[src/rtl/cnt_param.sv]
// cnt_param: parameterised up/down counter with load, saturate-or-wrap terminal behaviour,
// a cascade carry, a one-cycle wrap pulse and a sticky overflow flag.
//
// Optional feature: define CNT_PRESCALE_EN to insert an enable prescaler so that only every
// PRESCALE-th en-high cycle produces a step. Without the macro every en-high cycle is a step.
//
// Parameters:
//   WIDTH     counter width in bits (1..32)
//   MAX       terminal count, 1..2**WIDTH-1
//   PRESCALE  enable-divide ratio (>=1), only meaningful with CNT_PRESCALE_EN
//
// Ports:
//   clk       rising-edge clock
//   rst       synchronous active-low reset
//   en        count enable
//   load      synchronous load strobe (beats a step)
//   load_val  load value, clamped to MAX
//   up        direction, 1 = up, 0 = down
//   sat       terminal mode, 1 = saturate, 0 = wrap
//   clr_ovf   clears the sticky overflow flag (a same-edge set wins)
//   cnt       registered count value
//   tc        combinational terminal-count / carry for cascading
//   wrap      registered one-cycle pulse after a wrapping terminal step
//   ovf       registered sticky overflow flag
module cnt_param #(
  parameter int unsigned     WIDTH    = 8,
  parameter longint unsigned MAX      = (64'd1 << WIDTH) - 64'd1,
  parameter int unsigned     PRESCALE = 4
) (
  input  logic             clk,
  input  logic             rst,
  input  logic             en,
  input  logic             load,
  input  logic [WIDTH-1:0] load_val,
  input  logic             up,
  input  logic             sat,
  input  logic             clr_ovf,
  output logic [WIDTH-1:0] cnt,
  output logic             tc,
  output logic             wrap,
  output logic             ovf
);

  localparam logic [WIDTH-1:0] MaxVal  = WIDTH'(MAX);
  localparam logic [WIDTH-1:0] ZeroVal = '0;

  logic tick;      // prescaler permits a step on this edge
  logic step;      // this edge advances the counter
  logic terminal;  // counter sits at the end it is moving towards

`ifdef CNT_PRESCALE_EN
  localparam int unsigned     PsW    = (PRESCALE > 1) ? $clog2(PRESCALE) : 1;
  localparam logic [PsW-1:0]  PsLast = PsW'(PRESCALE - 1);

  logic [PsW-1:0] ps_cnt;

  // The tick coincides with the PRESCALE-th en-high cycle of the current interval.
  assign tick = (ps_cnt == PsLast);

  always_ff @(posedge clk) begin
    if (!rst) begin
      ps_cnt <= '0;
    end else if (load) begin
      ps_cnt <= '0;
    end else if (en) begin
      ps_cnt <= tick ? '0 : ps_cnt + 1'b1;
    end
  end
`else
  logic unused_prescale;
  assign unused_prescale = ^PRESCALE;
  assign tick            = 1'b1;
`endif

  assign step     = en & ~load & tick;
  assign terminal = up ? (cnt == MaxVal) : (cnt == ZeroVal);

  // Gated by rst so a cascaded stage never sees a carry while this one is in reset.
  assign tc = rst & step & terminal;

  always_ff @(posedge clk) begin
    if (!rst) begin
      cnt  <= '0;
      wrap <= 1'b0;
      ovf  <= 1'b0;
    end else begin
      wrap <= 1'b0;
      // Clear first so a same-edge terminal step below overrides it.
      if (clr_ovf) begin
        ovf <= 1'b0;
      end
      if (load) begin
        cnt <= (load_val > MaxVal) ? MaxVal : load_val;
      end else if (step) begin
        if (terminal) begin
          ovf <= 1'b1;
          if (!sat) begin
            cnt  <= up ? ZeroVal : MaxVal;
            wrap <= 1'b1;
          end
        end else begin
          cnt <= up ? cnt + 1'b1 : cnt - 1'b1;
        end
      end
    end
  end

endmodule
[config.mk]
export PLATFORM = sky130hd
export DESIGN_NAME = cnt_param
export DESIGN_NICKNAME = d
export VERILOG_FILES = /design/src/rtl/cnt_param.sv
export SDC_FILE = /design/constraint.sdc
export NUM_CORES = 1
export LEC_CHECK = 0
export BUFFER_PORTS_ARGS = -buffer_cell sky130_fd_sc_hd__buf_2
export CAP_MARGIN = 20
export CORE_MARGIN = 10
export CORE_UTILIZATION = 52
export CTS_BUF_LIST = sky130_fd_sc_hd__clkbuf_8
export CTS_CLUSTER_DIAMETER = 50
export DETAILED_ROUTE_END_ITERATION = 7
export GPL_TIMING_DRIVEN = 0
export PLACE_DENSITY = 0.79
export SLEW_MARGIN = 20
export SYNTH_ARGS = -nofsm -noshare
export SYNTH_HDL_FRONTEND = slang
export SYNTH_SLANG_ARGS = --single-unit
[constraint.sdc]
create_clock -name clk -period 1.85 [get_ports clk]
set_input_delay 0.185 -clock clk [delete_from_list [all_inputs] [get_ports clk]]
set_output_delay 0.185 -clock clk [all_outputs]
set_load 0.005 [all_outputs]
==> metrics.md <==
| Metric | Value |
|---|---|
| Failing checks | negative setup slack |
| Part of the power in registers | 0.304 |
| Critical path type | register to output port |
| CP Data Arrival Time | 1.81 ns |
| Minimum clock period | 1.99 ns |
| DRT antenna net count | 0 |
| Ys flop type | dfxtp_1 |
| Ranking of synthesized cells by area | dfxtp_1, ha_1, nor3_1, o21ai_0, a21oi_1 |
| Filler Cell Count | 83 |
| Num rows | 14 |
| Seq/Total Area, Yosys | 0.233 |
| Largest family of logic cells by synthesized area | simple AND/OR/NAND/NOR gates |
| Pin count of the biggest net entering global routing | 11 |
| Synth unique cells | 40 |
| Starting Density | 0.557 |
| Overflow after GRT | 0 |
| Multi-input gate area | 761 um2 |
| Ys Warns | 0 |
| Switch Pwr | 315 uW |
| Final Cycle Share | 1.08 |
| Clock Skew | 0.00236 ns |
| Post-Synthesis Net Count | 123 |
| Worst-margin pin slew | 0.473 ns |
| Yosys top cell area share | 0.233 |
| Post-Synth Adder-Cell Area | 0.111 |
| Commonest cells post-synth | nor3_1, dfxtp_1, inv_1 |
| Drt total wl | 3040 um |
| Max Slew Vio Count | 0 |
| Crit path max fanout | 5 |
| Max-cap viol count | 0 |
| RePlAce Congestion | 0.865 |
| Fin. Hold Viols | 0 |
| Die Wd | 60.6 um |
| Post-synthesis mux area share | 0.0117 |
| Critical Path End Type | output port |
| Hold/Removal Path Class | primary input to register |
| Initial drt markers | 35 |
| CTS buffer count | 3 |
| TritonCTS clock tree | done |
| Routed vias | 989 |
| Peak Freq | 502 MHz |
| IO Pins | 26 |
| IO Port Bufs | 25 |
| Area Overhead vs Synth | 55.0% |
| Post-Syn Area | 858 um2 |
| Post-DP HPWL | 1880 um |
| Synth Area in Simple Gates | 0.318 |
| WL per Instance | 19.4 um |
| Post-synth EDFFs | 0 |
| Worst skew pair latency | 0.24 ns |
| Pre-CTS setup slack | -0.256 ns |
| # setup viols final | 1 |
| First-pass GRT wire length | 4200 um |
| Nets | 164 |
| Critical Path RT | 1.66 ns |
| Finished Layout Cells | 157 |
| Status | finished with violations |
| Most numerous cell in the Yosys netlist | nor3_1 |
| Synth area leader | dfxtp_1 |
| Share of layout cells above drive strength 1 | 0.539 |
| CTS root buffer | clkbuf_8 |
| Via density | 6.30 |
| Pwr dens | 683 nW/um2 |
| Final worst setup slack | -0.142 ns |
| Complex-gate fraction of the synthesized area | 0.226 |
| Clock Sinks | 10 |
| Dpl cells | 142 |
| Ys async rst share | 0 |
| Total power | 908 uW |
| Max clock buf depth | 2 |
| Sw Share | 0.347 |
| Antenna Cells | 0 |
| XOR/XNOR Fraction of Synth Area | 0.0612 |
| DIE AREA | 3680 um2 |
| Initial antenna violation count | 0 |
| CTS H-Tree Depth | 1 |
| Synth Instances | 101 |
| Clk network pwr share | 0.316 |
| Unrepaired setup endpoints after global routing | yes |
| Crit start category | register |
| Die height | 60.6 um |
| DRC viols | 0 |
| Relative slew slack | 0.684 |
| Post-synthesis register bit count | 10 |
| Setup total negative slack | -0.142 ns |
| Worst vdd ir | 0.558 mV |
| Vias in the first global route | 927 |
| Cell leakage power | 0.000598 uW |
| Register area | 220 um2 |
| Cell-internal power | 593 uW |
| Comb power frac | 0.380 |
| Mapped Avg Cell Area | 8.50 um2 |
| Core area | 1540 um2 |
| Clock-pin slew on the worst setup and hold paths | 0.05 ns |
| Gr usage total | 0.148 |
| First-pass iteration count of the detailed router | 4 |
-- kinds of logic after synthesis --
| group | count (synthesis) |
|---|---|
| AND/OR/NAND/NOR | 40 |
| AO/OA/AOI/OAI | 28 |
| flip-flops | 10 |
| buffers and inverters | 9 |
| adder cells (fa/ha/maj) | 7 |
| XOR/XNOR | 6 |
| multiplexers | 1 |
-- final timing paths --
path              startpoint     end  slack (ns)  cells past startpoint
setup / recovery      cnt[7]      tc       -0.14                      6
hold / removal       clr_ovf     ovf        0.14                      2
setup reg to reg      cnt[2]  cnt[5]        0.03                      6
hold reg to reg          ovf     ovf        0.50                      2
-- power groups by stage --
stage / clock (uW) / combinational, uW / sequential, uW
floorplan: 0 / 172 / 262
global placement: 0 / 236 / 264
detailed placement: 0 / 248 / 265
CTS: 282 / 268 / 269
global route: 294 / 372 / 279
finish: 287 / 345 / 276
-- final cells by class --
| type | count | share of cell area |
|---|---|---|
| clock buffer | 4 | 0.0414 |
| inverter | 8 | 0.0254 |
| sequential | 10 | 0.166 |
| timing repair buffer | 36 | 0.178 |
| tap | 16 | 0.0151 |
| buffer | 1 | 0.00282 |
| multi-input combinational | 82 | 0.572 |
-- worst max-delay path, stage by stage, from the launching register on --
cell,delay (ns)
dfxtp_4,0.37
nor4_4,0.27
and3_4,0.25
nor2_4,0.05
or4_4,0.46
inv_2,0.07
buf_6,0.09
-- through the flow --
| stage | hold WS (ns) | instance area, um2 | util |
|---|---|---|---|
| 4_1_cts | 0.138 | 1130 | 0.731 |
| 2_1_floorplan | 0.252 | 858 | - |
| 3_3_place_gp | 0.373 | 1000 | 0.651 |
| 5_1_grt | 0.144 | 1330 | 0.863 |
| 6_report | 0.142 | 1330 | 0.863 |
| 3_5_place_dp | 0.378 | 1000 | 0.651 |
-- layout by cell type (no fill, tap or decap), types with 2 or more instances in the layout --
master / Yosys / final
buf_2: 0 / 23
nor3_1: 11 / 9
buf_4: 0 / 9
o21ai_0: 7 / 7
inv_1: 8 / 6
a21oi_1: 6 / 5
nor2_1: 4 / 4
nand2b_1: 4 / 4
clkbuf_8: 0 / 4
dfxtp_2: 0 / 4
dfxtp_4: 0 / 4
nand2_1: 4 / 3
nand3_2: 0 / 3
nor4_4: 1 / 3
xor2_1: 3 / 3
xnor2_1: 3 / 3
buf_6: 0 / 3
nor3_2: 0 / 2
a21boi_1: 2 / 2
nor2_2: 3 / 2
ha_4: 0 / 2
ha_2: 0 / 2
ha_1: 6 / 2
dfxtp_1: 10 / 2
-- flip-flops by register name, indices dropped and copies added (netlist names) --
register  count
cnt           8
ovf           1
wrap          1
-- per-layer routing --
metal  part of all wire  global-route usage  vias up  routed length (um)
li1                   -                   -      459                   -
met1               0.42               0.164      479                1270
met2               0.48               0.250       39                1460
met3              0.069              0.0480       12                 211
met4              0.034              0.0658        0                 103
met5                  0                   0        -                   0
-- what timing repair did --
action / CTS / global route
setup buffers: 3 / 8
endpoints found under the setup margin: 3 / 5
gates resized for setup: 11 / 33
pin swaps: 3 / 7
hold buffers: 0 / 0
Power figures use the tool's default switching activity.
